[src/rtl/core_pkg.sv]
// core_pkg: shared writeback-stage types, result-source and load-size encodings
package core_pkg;
  typedef enum logic [1:0] {
    RES_ALU  = 2'b00,
    RES_LOAD = 2'b01,
    RES_PC4  = 2'b10,
    RES_IMM  = 2'b11
  } result_src_e;
  typedef enum logic [1:0] {IDLE, HOLD, WAIT} wb_state_e;
  localparam logic [2:0] F3_LB  = 3'b000;
  localparam logic [2:0] F3_LH  = 3'b001;
  localparam logic [2:0] F3_LW  = 3'b010;
  localparam logic [2:0] F3_LD  = 3'b011;
  localparam logic [2:0] F3_LBU = 3'b100;
  localparam logic [2:0] F3_LHU = 3'b101;
  localparam logic [2:0] F3_LWU = 3'b110;
endpackage

[src/rtl/load_align.sv]
// load_align: extracts a byte/half/word at a byte offset and sign/zero extends it
//   i_raw: raw read word, i_off: byte offset, i_funct3: load size/sign, o_data: extended value
module load_align
  import core_pkg::*;
#(
  parameter int XLEN  = 32,
  parameter int OFF_W = $clog2(XLEN / 8)
) (
  input  logic [XLEN-1:0]  i_raw,
  input  logic [OFF_W-1:0] i_off,
  input  logic [2:0]       i_funct3,
  output logic [XLEN-1:0]  o_data
);
  logic [XLEN-1:0] rot;
  // rotating the word puts the addressed byte in lane 0 and wraps misaligned upper lanes
  assign rot = XLEN'({i_raw, i_raw} >> {i_off, 3'b000});
  always_comb begin
    o_data = i_funct3 == F3_LB  ? XLEN'($signed(rot[7:0])) :
             i_funct3 == F3_LH  ? XLEN'($signed(rot[15:0])) :
             i_funct3 == F3_LW  ? XLEN'($signed(rot[31:0])) :
             i_funct3 == F3_LBU ? XLEN'(rot[7:0]) :
             i_funct3 == F3_LHU ? XLEN'(rot[15:0]) :
             (XLEN == 64 && i_funct3 == F3_LWU) ? XLEN'(rot[31:0]) :
             (XLEN == 64 && i_funct3 == F3_LD) ? rot : i_raw;
  end
endmodule

[src/rtl/mux4to1.sv]
// mux4to1: W-bit 4:1 multiplexer
//   i_sel: select, i_d0..i_d3: data inputs, o_y: selected data
module mux4to1 #(
  parameter int W = 32
) (
  input  logic [1:0]   i_sel,
  input  logic [W-1:0] i_d0,
  input  logic [W-1:0] i_d1,
  input  logic [W-1:0] i_d2,
  input  logic [W-1:0] i_d3,
  output logic [W-1:0] o_y
);
  assign o_y = i_sel[1] ? (i_sel[0] ? i_d3 : i_d2) : (i_sel[0] ? i_d1 : i_d0);
endmodule

[src/rtl/wb_stage_lsu.sv]
// wb_stage_lsu: writeback stage with variable-latency load return, flush and retire counter
//   i_*_MEM: MEM-stage bundle, i_mem_rvalid/i_mem_rdata: data-memory response, i_flush: kill held bundle
//   o_stall_WB: upstream hold, o_valid_WB/o_reg_write_WB/o_addr_des_WB/o_result_WB: writeback, o_retire_cnt: retired count
module wb_stage_lsu
  import core_pkg::*;
#(
  parameter int XLEN           = 32,
  parameter int REG_ADDR_W     = 5,
  parameter int CNT_W          = 32,
  parameter bit ZERO_REG_GUARD = 1'b1
) (
  input  logic                  i_clk,
  input  logic                  i_rst_n,
  input  logic                  i_valid_MEM,
  input  logic                  i_flush,
  input  logic                  i_reg_write_MEM,
  input  logic [1:0]            i_result_src_MEM,
  input  logic [2:0]            i_funct3_MEM,
  input  logic [XLEN-1:0]       i_alu_result_MEM,
  input  logic [XLEN-1:0]       i_imm_MEM,
  input  logic [XLEN-1:0]       i_pc_plus4_MEM,
  input  logic [REG_ADDR_W-1:0] i_addr_des_MEM,
  input  logic                  i_mem_rvalid,
  input  logic [XLEN-1:0]       i_mem_rdata,
  output logic                  o_stall_WB,
  output logic                  o_valid_WB,
  output logic                  o_reg_write_WB,
  output logic [REG_ADDR_W-1:0] o_addr_des_WB,
  output logic [XLEN-1:0]       o_result_WB,
  output logic [CNT_W-1:0]      o_retire_cnt
);
  localparam int OFF_W = $clog2(XLEN / 8);
  wb_state_e              state_q, state_d;
  result_src_e            b_src_q, b_src_d;
  logic                   b_rw_q, b_rw_d;
  logic [2:0]             b_f3_q, b_f3_d;
  logic [OFF_W-1:0]       b_off_q, b_off_d;
  logic [REG_ADDR_W-1:0]  b_rd_q, b_rd_d;
  logic                   valid_q, valid_d, rw_q, rw_d;
  logic [REG_ADDR_W-1:0]  rd_q, rd_d;
  logic [XLEN-1:0]        res_q, res_d, load_data, mux_y;
  logic [CNT_W-1:0]       cnt_q, cnt_d;
  logic                   kill, cap, fire;
  assign kill    = i_flush && state_q != IDLE;
  assign cap     = !kill && state_q != WAIT;
  assign b_rw_d  = cap ? i_reg_write_MEM : b_rw_q;
  assign b_src_d = cap ? result_src_e'(i_result_src_MEM) : b_src_q;
  assign b_f3_d  = cap ? i_funct3_MEM : b_f3_q;
  assign b_off_d = cap ? i_alu_result_MEM[OFF_W-1:0] : b_off_q;
  assign b_rd_d  = cap ? i_addr_des_MEM : b_rd_q;
  load_align #(.XLEN(XLEN)) u_align (
    .i_raw   (i_mem_rdata),
    .i_off   (b_off_d),
    .i_funct3(b_f3_d),
    .o_data  (load_data)
  );
  // non-load sources are only selected on a capture edge, so the live inputs are the right operands
  mux4to1 #(.W(XLEN)) u_mux (
    .i_sel(b_src_d),
    .i_d0 (i_alu_result_MEM),
    .i_d1 (load_data),
    .i_d2 (i_pc_plus4_MEM),
    .i_d3 (i_imm_MEM),
    .o_y  (mux_y)
  );
  always_comb begin
    state_d = kill ? IDLE :
              !cap ? (i_mem_rvalid ? HOLD : WAIT) :
              !i_valid_MEM ? IDLE :
              (b_src_d != RES_LOAD || i_mem_rvalid) ? HOLD : WAIT;
    fire    = state_d == HOLD;
    valid_d = fire;
    rw_d    = fire && b_rw_d && !(ZERO_REG_GUARD && b_rd_d == '0);
    rd_d    = fire ? b_rd_d : rd_q;
    res_d   = fire ? mux_y : res_q;
    cnt_d   = cnt_q + CNT_W'(fire);
  end
  always_ff @(posedge i_clk or negedge i_rst_n) begin
    if (!i_rst_n) begin
      state_q <= IDLE;
      b_src_q <= RES_ALU;
      b_rw_q  <= 1'b0;
      b_f3_q  <= '0;
      b_off_q <= '0;
      b_rd_q  <= '0;
      valid_q <= 1'b0;
      rw_q    <= 1'b0;
      rd_q    <= '0;
      res_q   <= '0;
      cnt_q   <= '0;
    end else begin
      state_q <= state_d;
      b_src_q <= b_src_d;
      b_rw_q  <= b_rw_d;
      b_f3_q  <= b_f3_d;
      b_off_q <= b_off_d;
      b_rd_q  <= b_rd_d;
      valid_q <= valid_d;
      rw_q    <= rw_d;
      rd_q    <= rd_d;
      res_q   <= res_d;
      cnt_q   <= cnt_d;
    end
  end
  assign o_stall_WB     = state_q == WAIT;
  assign o_valid_WB     = valid_q;
  assign o_reg_write_WB = rw_q;
  assign o_addr_des_WB  = rd_q;
  assign o_result_WB    = res_q;
  assign o_retire_cnt   = cnt_q;
endmodule

[config.mk]
export PLATFORM = sky130hd
export DESIGN_NAME = wb_stage_lsu
export DESIGN_NICKNAME = d
export VERILOG_FILES = /design/src/rtl/core_pkg.sv /design/src/rtl/load_align.sv /design/src/rtl/mux4to1.sv /design/src/rtl/wb_stage_lsu.sv
export SDC_FILE = /design/constraint.sdc
export NUM_CORES = 1
export LEC_CHECK = 0
export CAP_MARGIN = 20
export CORE_UTILIZATION = 48
export CTS_CLUSTER_SIZE = 12
export DETAILED_ROUTE_END_ITERATION = 7
export PLACE_DENSITY_LB_ADDON = 0.25
export SLEW_MARGIN = 20
export SYNTH_ARGS = -nofsm -noshare
export SYNTH_HDL_FRONTEND = slang
export SYNTH_SLANG_ARGS = --single-unit
[constraint.sdc]
create_clock -name i_clk -period 5.3 [get_ports i_clk]
set_clock_uncertainty 0.05 [all_clocks]
set_input_delay 0.795 -clock i_clk [delete_from_list [all_inputs] [get_ports i_clk]]
set_output_delay 0.795 -clock i_clk [all_outputs]
set_load 0.1 [all_outputs]
==> flow_summary.yaml, run 1 <==
status:
  status: "completed"
synth:
  avgSynthCellArea_um2: 9.56
  yosysWarnings: 0
  yosysTopAreaCell: "dfrtp_1"
  synth_top_area_share_pct: 38.5
  synth_flop_cell: "dfrtp_1"
  synth_edf_count: 0
  ys_top_cells_by_count: "86 x dfrtp_1, 71 x nand2_1, 68 x mux2i_1"
  yosysMostFrequentCell: "dfrtp_1"
  synthDistinctLibCells: 60
  synth-seq-cells: 86
  syn-num-nets: 731
  synth_area_leaders: "dfrtp_1 38%, mux2i_1 12%, nand2_1 4.8%, xnor2_1 3.3%, a21oi_1 2.8%"
  netlist_area_um2: 5590
  async_flop_share_pct: 100
  netlist_instances: 585
  ys_seq_area_share_pct: 38.5
power:
  swShare_pct: 47.4
  fin_total_pwr_uw: 3000
  seq_power_share_pct: 28.3
  p_int_uw: 1580
  p_per_area_nw_per_um2: 371
  switchingPower_uw: 1420
  p_leak_uw: 0.00342
  power.share.combinational_pct: 50.5
  clockPowerShare_pct: 21.2
  irDropWorstVdd_mv: 0.257
global_route:
  antenna_found_initial: 0
  grt_max_degree: 61
  grt_pass1_vias: 5502
  grt_pass1_wl_mm: 28.4
  grt_overflow: 0
  groute.usage.overall_pct: 31.1
sta:
  rsz0062_at_grt: "false"
  tns_ps: 0
  period_minus_slack_ps: 3700
  max_freq_mhz: 271
  timing.final.hold_violations: 0
  slew_headroom_pct: 32.7
  setup_viol: 0
  finalCritPeriodShare_pct: 69.7
  tightest_slew_ps: 1010
  hold-worst-slack_ps: 308
  slew_viol_final: 0
route:
  wire_per_inst_um: 20.0
  dr.pass1.iters: 7
  viasPerCell: 6.04
  drt_iter0_markers: 456
  routed_wl_mm: 18.7
  route.vias.total: 5645
  antenna_left: 0
  drcViolationCount: 0
setup_path:
  start_kind: "primary input"
  worst_path_most_repeated_cell: "mux2i_4"
  end_kind: "flip-flop"
  crit_slowest_cell: "mux2i_4"
  slowest_delay_ps: 550
  crit_chain: "clkdlybuf4s50_1 -> mux2i_4 -> mux2i_4 -> buf_4 -> inv_2 -> nand2_1 -> a21oi_2 -> a221oi_2"
  cp_data_arrival_time_ps: 3900
  crit_fanout: 34
  worst-path-buf-inv: 3
  worstPathRequired_ps: 5500
  r2r_cells: 7
  crit_family: "buffers and inverters"
  path_depth: 8
  path_class: "in -> reg"
clock_tree:
  clock_sinks: 86
  clock-root-buffer: "clkbuf_16"
  hold_buffers: 0
  cts_tree: "done"
  cts_max_level: 3
  post_cts_buffers: 0
  worst_setup_hold_path_clk_slew_ps: 60
  clock_latency_ps: 350
  post_cts_resized: 0
  clk_path_buf_depth: 2
  cts_buffers: 9
final_layout:
  n_antenna_cell: 0
  syn2layout_area_growth_pct: 44.9
  drive_gt1_share_pct: 7.21
  fin_nets: 933
  fillers: 895
die:
  dieArea_um2: 12100
  die_x_um: 110
  die_y_um: 110
  core_um2: 11400
  start_util_pct: 49.2
  ioPinCount: 216
  row_count: 39
placement:
  dp.final_hpwl_mm: 13.9
  io_buffers: 215
  place.gp.congestion: 0.898
run:
  cap_violations: 0
min_path:
  hp-class: "in -> async"
sequential cells by signal (all words and copies together), names as in the netlist:
| name | flops |
|---|---|
| o_result_WB | 32 |
| o_retire_cnt | 32 |
| b_rd_q | 5 |
| o_addr_des_WB | 5 |
| b_f3_q | 3 |
| b_off_q | 2 |
| b_src_q | 2 |
| state_q | 2 |
| b_rw_q | 1 |
| o_reg_write_WB | 1 |
| o_valid_WB | 1 |
placed cells by master (no fill, tap or decap), types with 11 or more instances in the layout:
cell type	synthesis	final
dfrtp_1	86	86
nor2_1	35	35
a221oi_1	15	15
o21ai_0	13	13
buf_4	2	11
nand3_1	20	20
clkdlybuf4s50_1	0	214
nand2_1	71	71
inv_1	11	11
a21oi_1	31	31
xnor2_1	21	21
mux2i_1	68	67
nor3_1	25	25
layout make-up:
class	instances	area (µm²)	area share [%]
Clock buffer	10	239	2.95
Clock inverter	5	57.6	0.710
Inverter	15	56.3	0.695
Multi-Input combinational cell	450	3200	39.5
Sequential cell	86	2150	26.5
Tap cell	143	179	2.21
Timing Repair Buffer	225	2220	27.4
power groups by stage:
stage | clock network (µW) | registers [µW] | logic [µW]
floorplan | 0 | 1540 | 379
global placement | 0 | 855 | 1490
detailed placement | 0 | 857 | 1510
CTS | 643 | 848 | 1510
global route | 669 | 863 | 1580
finish | 638 | 849 | 1520
final timing paths:
check | end | from | slack, ps
worst max register to register | o_result_WB[27] | state_q[0] | 1990
worst min-delay path | o_addr_des_WB[4] | i_rst_n | 310
min in group i_clk | o_result_WB[3] | o_result_WB[3] | 440
max in group asynchronous | o_retire_cnt[28] | i_rst_n | 3810
worst min register to register | o_result_WB[3] | o_result_WB[3] | 440
worst max-delay path | o_result_WB[27] | i_flush | 1600
routing by layer:
layer / wire, µm / share of wire (%) / GRT usage (%)
met5: 0 / 0 / 0
met4: 438 / 2.3 / 12.4
met3: 2000 / 11 / 10.1
met2: 8840 / 47 / 49.6
met1: 7420 / 40 / 38.8
per-stage QoR:
stage | cell area [µm²] | std cells | utilization, % | setup WS (ps)
6_report | 8110 | 934 | 71.3 | 1600
5_1_grt | 8110 | 934 | 71.3 | 1420
4_1_cts | 8110 | 934 | 71.3 | 1600
3_5_place_dp | 7810 | 919 | 68.7 | 1270
3_3_place_gp | 7810 | 919 | 68.7 | 1350
2_1_floorplan | 5590 | 585 | - | 1770
logic make-up (layout without fill, tap and decap cells):
group / count (synthesis) / in the layout / synth area share [%]
multiplexers: 87 / 87 / 17.2
AND/OR/NAND/NOR: 188 / 188 / 15.7
buffers and inverters: 49 / 255 / 4.43
flip-flops: 86 / 86 / 38.5
AO/OA/AOI/OAI: 143 / 143 / 18.9
adder cells (fa/ha/maj): 2 / 2 / 0.447
XOR/XNOR: 30 / 30 / 4.70
worst reg2reg max path: stages, from the launching register on:
cell      delay [ps]
dfrtp_1          450
mux2i_4          640
mux2i_4          340
buf_4            460
inv_2            390
nand2_1          420
a21oi_2          180
a221oi_2         290
(Power assumes the default switching activity.)
==> run 2, diff against run 1 <==
--- a/config.mk
+++ b/config.mk
@@ -6,7 +6,7 @@
 export NUM_CORES = 1
 export LEC_CHECK = 0
 export CAP_MARGIN = 20
-export CORE_UTILIZATION = 48
+export CORE_UTILIZATION = 40
 export CTS_CLUSTER_SIZE = 12
 export DETAILED_ROUTE_END_ITERATION = 7
 export PLACE_DENSITY_LB_ADDON = 0.25
==> constraint.sdc (replaced) <==
create_clock -name i_clk -period 3.1 [get_ports i_clk]
set_clock_uncertainty 0.05 [all_clocks]
set_input_delay 0.465 -clock i_clk [delete_from_list [all_inputs] [get_ports i_clk]]
set_output_delay 0.465 -clock i_clk [all_outputs]
set_load 0.1 [all_outputs]
==> run 2 against run 1 <==
Combinational power increased by 74%. Final cell count increased by 7.0%. Critical path type unchanged. Highest routed layer unchanged. Utilization decreased by 9.7 points. Largest cell class unchanged. Sequential power increased by 72%. Critical endpoint is now o_result_WB[20]. Global-route usage decreased by 2.8 points. Wire length increased by 8.5%. Flip-flop and latch count unchanged.
==> flow_summary.yaml, run 2 (synthesis gave the netlist of run 1 again) <==
status:
  status: "completed"
die:
  row_count: 42
  start_util_pct: 41.6
  die_y_um: 120
  ioPinCount: 216
  core_um2: 13500
  die_x_um: 120
  dieArea_um2: 14500
power:
  p_per_area_nw_per_um2: 624
  irDropWorstVdd_mv: 0.645
  swShare_pct: 48.9
  switchingPower_uw: 2530
  power.share.combinational_pct: 51.1
  p_int_uw: 2650
  p_leak_uw: 0.00370
  clockPowerShare_pct: 20.8
  seq_power_share_pct: 28.2
setup_path:
  worstPathRequired_ps: 3270
  crit_chain: "clkdlybuf4s50_1 -> mux2i_4 -> buf_12 -> mux2i_4 -> buf_4 -> mux2i_1 -> o221ai_1 -> a2111oi_0 -> a21oi_1"
  crit_slowest_cell: "clkdlybuf4s50_1"
  crit_fanout: 17
  path_class: "in -> reg"
  r2r_start: "state_q[0]"
  worst_path_most_repeated_cell: "mux2i_4"
  slowest_delay_ps: 470
  end_kind: "flip-flop"
  startpoint: "i_flush"
  cp_data_arrival_time_ps: 2970
  start_kind: "primary input"
sta:
  setup_viol: 0
  slew_viol_final: 0
  rsz0062_at_grt: "false"
  slew_headroom_pct: 59.6
  tns_ps: 0
  setup_ws_ps: 292
  period_minus_slack_ps: 2810
  tightest_slew_ps: 605
  finalCritPeriodShare_pct: 90.6
  timing.final.hold_violations: 0
  max_freq_mhz: 356
route:
  routed_wl_mm: 20.3
  dr.pass1.iters: 7
  drcViolationCount: 0
  antenna_left: 0
  drt_iter0_markers: 422
  wire_per_inst_um: 20.3
  viasPerCell: 5.77
  route.vias.total: 5760
clock_tree:
  worst_setup_hold_path_clk_slew_ps: 70
  hold_buffers: 0
  clock-root-buffer: "clkbuf_16"
  cts_buffers: 9
  cts_tree: "done"
  cts_max_level: 3
  post_cts_resized: 0
  clock_sinks: 86
  clk_path_buf_depth: 2
  clock_latency_ps: 350
  post_cts_buffers: 0
placement:
  dpl_worst_slack_ps: -36.7
  io_buffers: 215
  place.gp.congestion: 0.917
  dp.final_hpwl_mm: 15.5
  dp.cells: 983
final_layout:
  fillers: 1148
  mostFrequentLayoutCell: "clkdlybuf4s50_1"
  register_area_um2: 2150
  most-common-layout-cells: "142 x clkdlybuf4s50_1, 107 x buf_4, 86 x dfrtp_1, 71 x nand2_1, 67 x mux2i_1"
  final_cells: 999
  fin_nets: 964
  n_antenna_cell: 0
  drive_gt1_share_pct: 19.9
  multiInputGateArea_um2: 3210
  syn2layout_area_growth_pct: 48.2
global_route:
  grt_pass1_wl_mm: 31.2
  groute.usage.overall_pct: 28.2
  grt_overflow: 0
  antenna_found_initial: 0
  grt_pass1_vias: 5673
  grt_max_degree: 49
min_path:
  hp-class: "in -> async"
run:
  cap_violations: 0
==> run 2: cell type report <==
type,count,area share [%]
clock buffers,10,2.88
clock inverters,6,0.604
inverters,15,0.679
multi-input cells,450,38.7
flip-flops and latches,86,26.0
well taps,176,2.66
repair buffers,256,28.5
==> run 2: power by group through the flow <==
stage | logic [µW] | registers [µW] | clock network, µW
after floorplan | 648 | 2640 | 0
after global placement | 2620 | 1470 | 0
after detailed placement | 2640 | 1470 | 0
after CTS | 2650 | 1460 | 1080
after global routing | 2750 | 1480 | 1130
final | 2640 | 1460 | 1070
==> run 2: worst paths after layout <==
kind                       slack [ps]          endpoint  depth (start not counted)
hold / removal                     70    o_result_WB[3]                          1
hold reg to reg                   430  o_retire_cnt[31]                          1
min in group i_clk                430  o_retire_cnt[31]                          1
setup reg to reg                  330   o_result_WB[20]                          8
setup / recovery                  290   o_result_WB[20]                          9
max in group asynchronous        2180   o_result_WB[15]                          2
==> run 2: through the flow <==
step                total power (µW)  hold WS, ps  instance area, µm²  utilization, %
finish                          5170         66.8                8290            61.6
global route                    5360          128                8290            61.6
CTS                             5190         92.3                8290            61.6
detailed placement              4110          424                8000            59.5
global placement                4090          417                8000            59.5
floorplan                       3290          119                5600               -
==> run 2: worst max-delay path: cells and delay by family <==
family                 cells  cell delay (ps)
buffers and inverters      3              970
AO/OA/AOI/OAI              3              760
multiplexers               3              770
==> run 2: metal layers <==
| layer | wire length (µm) | global-route usage [%] | part of all wire (%) | up-vias |
|---|---|---|---|---|
| li1 | - | - | - | 2652 |
| met1 | 8900 | 38.5 | 44 | 2803 |
| met2 | 9290 | 45.6 | 46 | 283 |
| met3 | 1740 | 4.72 | 8.6 | 22 |
| met4 | 354 | 9.18 | 1.7 | 0 |
| met5 | 0 | 0 | 0 | - |
==> run 3, diff against run 2 <==
--- a/config.mk
+++ b/config.mk
@@ -9,7 +9,7 @@
 export CORE_UTILIZATION = 40
 export CTS_CLUSTER_SIZE = 12
 export DETAILED_ROUTE_END_ITERATION = 7
-export PLACE_DENSITY_LB_ADDON = 0.25
+export PLACE_DENSITY = 0.75
 export SLEW_MARGIN = 20
 export SYNTH_ARGS = -nofsm -noshare
 export SYNTH_HDL_FRONTEND = slang
==> run 3 against run 2 <==
Combinational power about the same. Total power decreased by 1.3%. Sequential share of layout area increased by 0.26 points. Worst hold slack worse by 49 ps. Setup slack gained 11 ps. Highest routed layer unchanged.
==> flow_summary.yaml, run 3 (synthesis gave the netlist of run 1 again) <==
route:
  drcViolationCount: 0
  drt_iter0_markers: 381
  drt-met1-wl_mm: 8.18
  top_layer: "met4"
  antenna_left: 0
  wire_per_inst_um: 20.2
  wl_met2_mm: 9.42
  dr.pass1.iters: 8
  met3_length_mm: 2.15
  routed_wl_mm: 20.1
  viasPerCell: 5.74
  route.vias.total: 5710
final_layout:
  syn2layout_area_growth_pct: 46.7
  multiInputGateArea_um2: 3210
  fin_nets: 960
  register_area_um2: 2150
  drive_gt1_share_pct: 19.4
  most-common-layout-cells: "142 x clkdlybuf4s50_1, 106 x buf_4, 86 x dfrtp_1, 71 x nand2_1, 67 x mux2i_1"
  fillers: 1143
  n_antenna_cell: 0
  mostFrequentLayoutCell: "clkdlybuf4s50_1"
global_route:
  grt_overflow: 0
  grt_max_degree: 37
  grt_pass1_wl_mm: 30.7
  antenna_found_initial: 0
  groute.usage.overall_pct: 27.7
  grt_pass1_vias: 5628
clock_tree:
  post_cts_resized: 0
  cts_buffers: 9
  clock_sinks: 86
  clk_path_buf_depth: 2
  cts_max_level: 3
  cts_tree: "done"
  post_cts_buffers: 0
  clock_latency_ps: 350
  worst_setup_hold_path_clk_slew_ps: 70
  hold_buffers: 0
  clock-root-buffer: "clkbuf_16"
die:
  die_x_um: 120
  ioPinCount: 216
  dieArea_um2: 14500
  core_um2: 13500
  die_y_um: 120
  row_count: 42
  start_util_pct: 41.6
placement:
  io_buffers: 215
  dpl_worst_slack_ps: 20.5
  dp.final_hpwl_mm: 15.2
  place.gp.congestion: 0.979
setup_path:
  r2r_start: "state_q[0]"
  path_class: "in -> reg"
  rr_endpoint: "o_result_WB[12]"
  crit_fanout: 26
  start_kind: "primary input"
  end_kind: "flip-flop"
  worstPathRequired_ps: 3260
  reg2reg_setup_slack_ps: 420
  cp_data_arrival_time_ps: 2960
  r2r_cells: 8
sta:
  finalCritPeriodShare_pct: 90.2
  setup_viol: 0
  setup_ws_ps: 303
  rsz0062_at_grt: "false"
  tightest_slew_ps: 517
  slew_headroom_pct: 65.2
  timing.final.hold_violations: 0
  max_freq_mhz: 358
  period_minus_slack_ps: 2800
  tns_ps: 0
  slew_viol_final: 0
power:
  p_per_area_nw_per_um2: 622
  p_leak_uw: 0.00365
  irDropWorstVdd_mv: 1.15
run:
  cap_violations: 0
min_path:
  hp-class: "in -> async"
status:
  status: "completed"
run 3: changes by cell type in the layout (fill, tap and decap cells not counted), sizes merged:
| cell | change |
|---|---|
| inv | -3 |
| buf | -4 |
| clkinv | +3 |
run 3: how the worst max path moves through the flow:
stage                from               end  slack (ps)
4_1_cts           i_flush   o_result_WB[11]         370
3_3_place_gp      i_flush   o_result_WB[20]          90
2_1_floorplan  state_q[0]  o_retire_cnt[27]          20
3_5_place_dp      i_flush   o_result_WB[11]          20
6_report          i_flush   o_result_WB[20]         300
5_1_grt           i_flush  o_retire_cnt[27]         140
run 3: report_power, final:
part	internal (µW)	leakage [µW]	switching, µW	total (µW)
clock network	548	0.000129	484	1030
registers	1310	0.00108	155	1460
logic	748	0.00245	1870	2620
total	2600	0.00365	2510	5110
run 3: final cells by class:
cell class	count	share of cell area (%)
multi-input combinational	450	39.1
inverter	15	0.686
timing repair buffer	252	28.0
tap	176	2.68
sequential	86	26.2
clock inverter	6	0.564
clock buffer	10	2.79
run 3: worst max-delay path: stages:
cell and delay, ps:
clkdlybuf4s50_1 550, o21ai_0 160, a22oi_1 160, o21a_2 180, buf_4 310, buf_4 350, nor2_1 70, buf_4 180
a221oi_1 440, a21oi_1 80
run 3: per-stage QoR:
step | util (%) | hold slack [ps] | instance area [µm²] | std cells | power, µW
floorplan | - | 119 | 5600 | 585 | 3290
global placement | 59.0 | 408 | 7930 | 979 | 4050
detailed placement | 59.0 | 415 | 7930 | 979 | 4080
CTS | 61.0 | 36.8 | 8210 | 995 | 5120
global route | 61.0 | 48.1 | 8210 | 995 | 5290
finish | 61.0 | 17.5 | 8210 | 995 | 5110
run 3: per-layer routing:
metal,GRT usage (%),up-vias
met5,0,-
met4,8.26,0
met3,7.92,27
met2,45.3,307
met1,35.6,2727
li1,-,2649
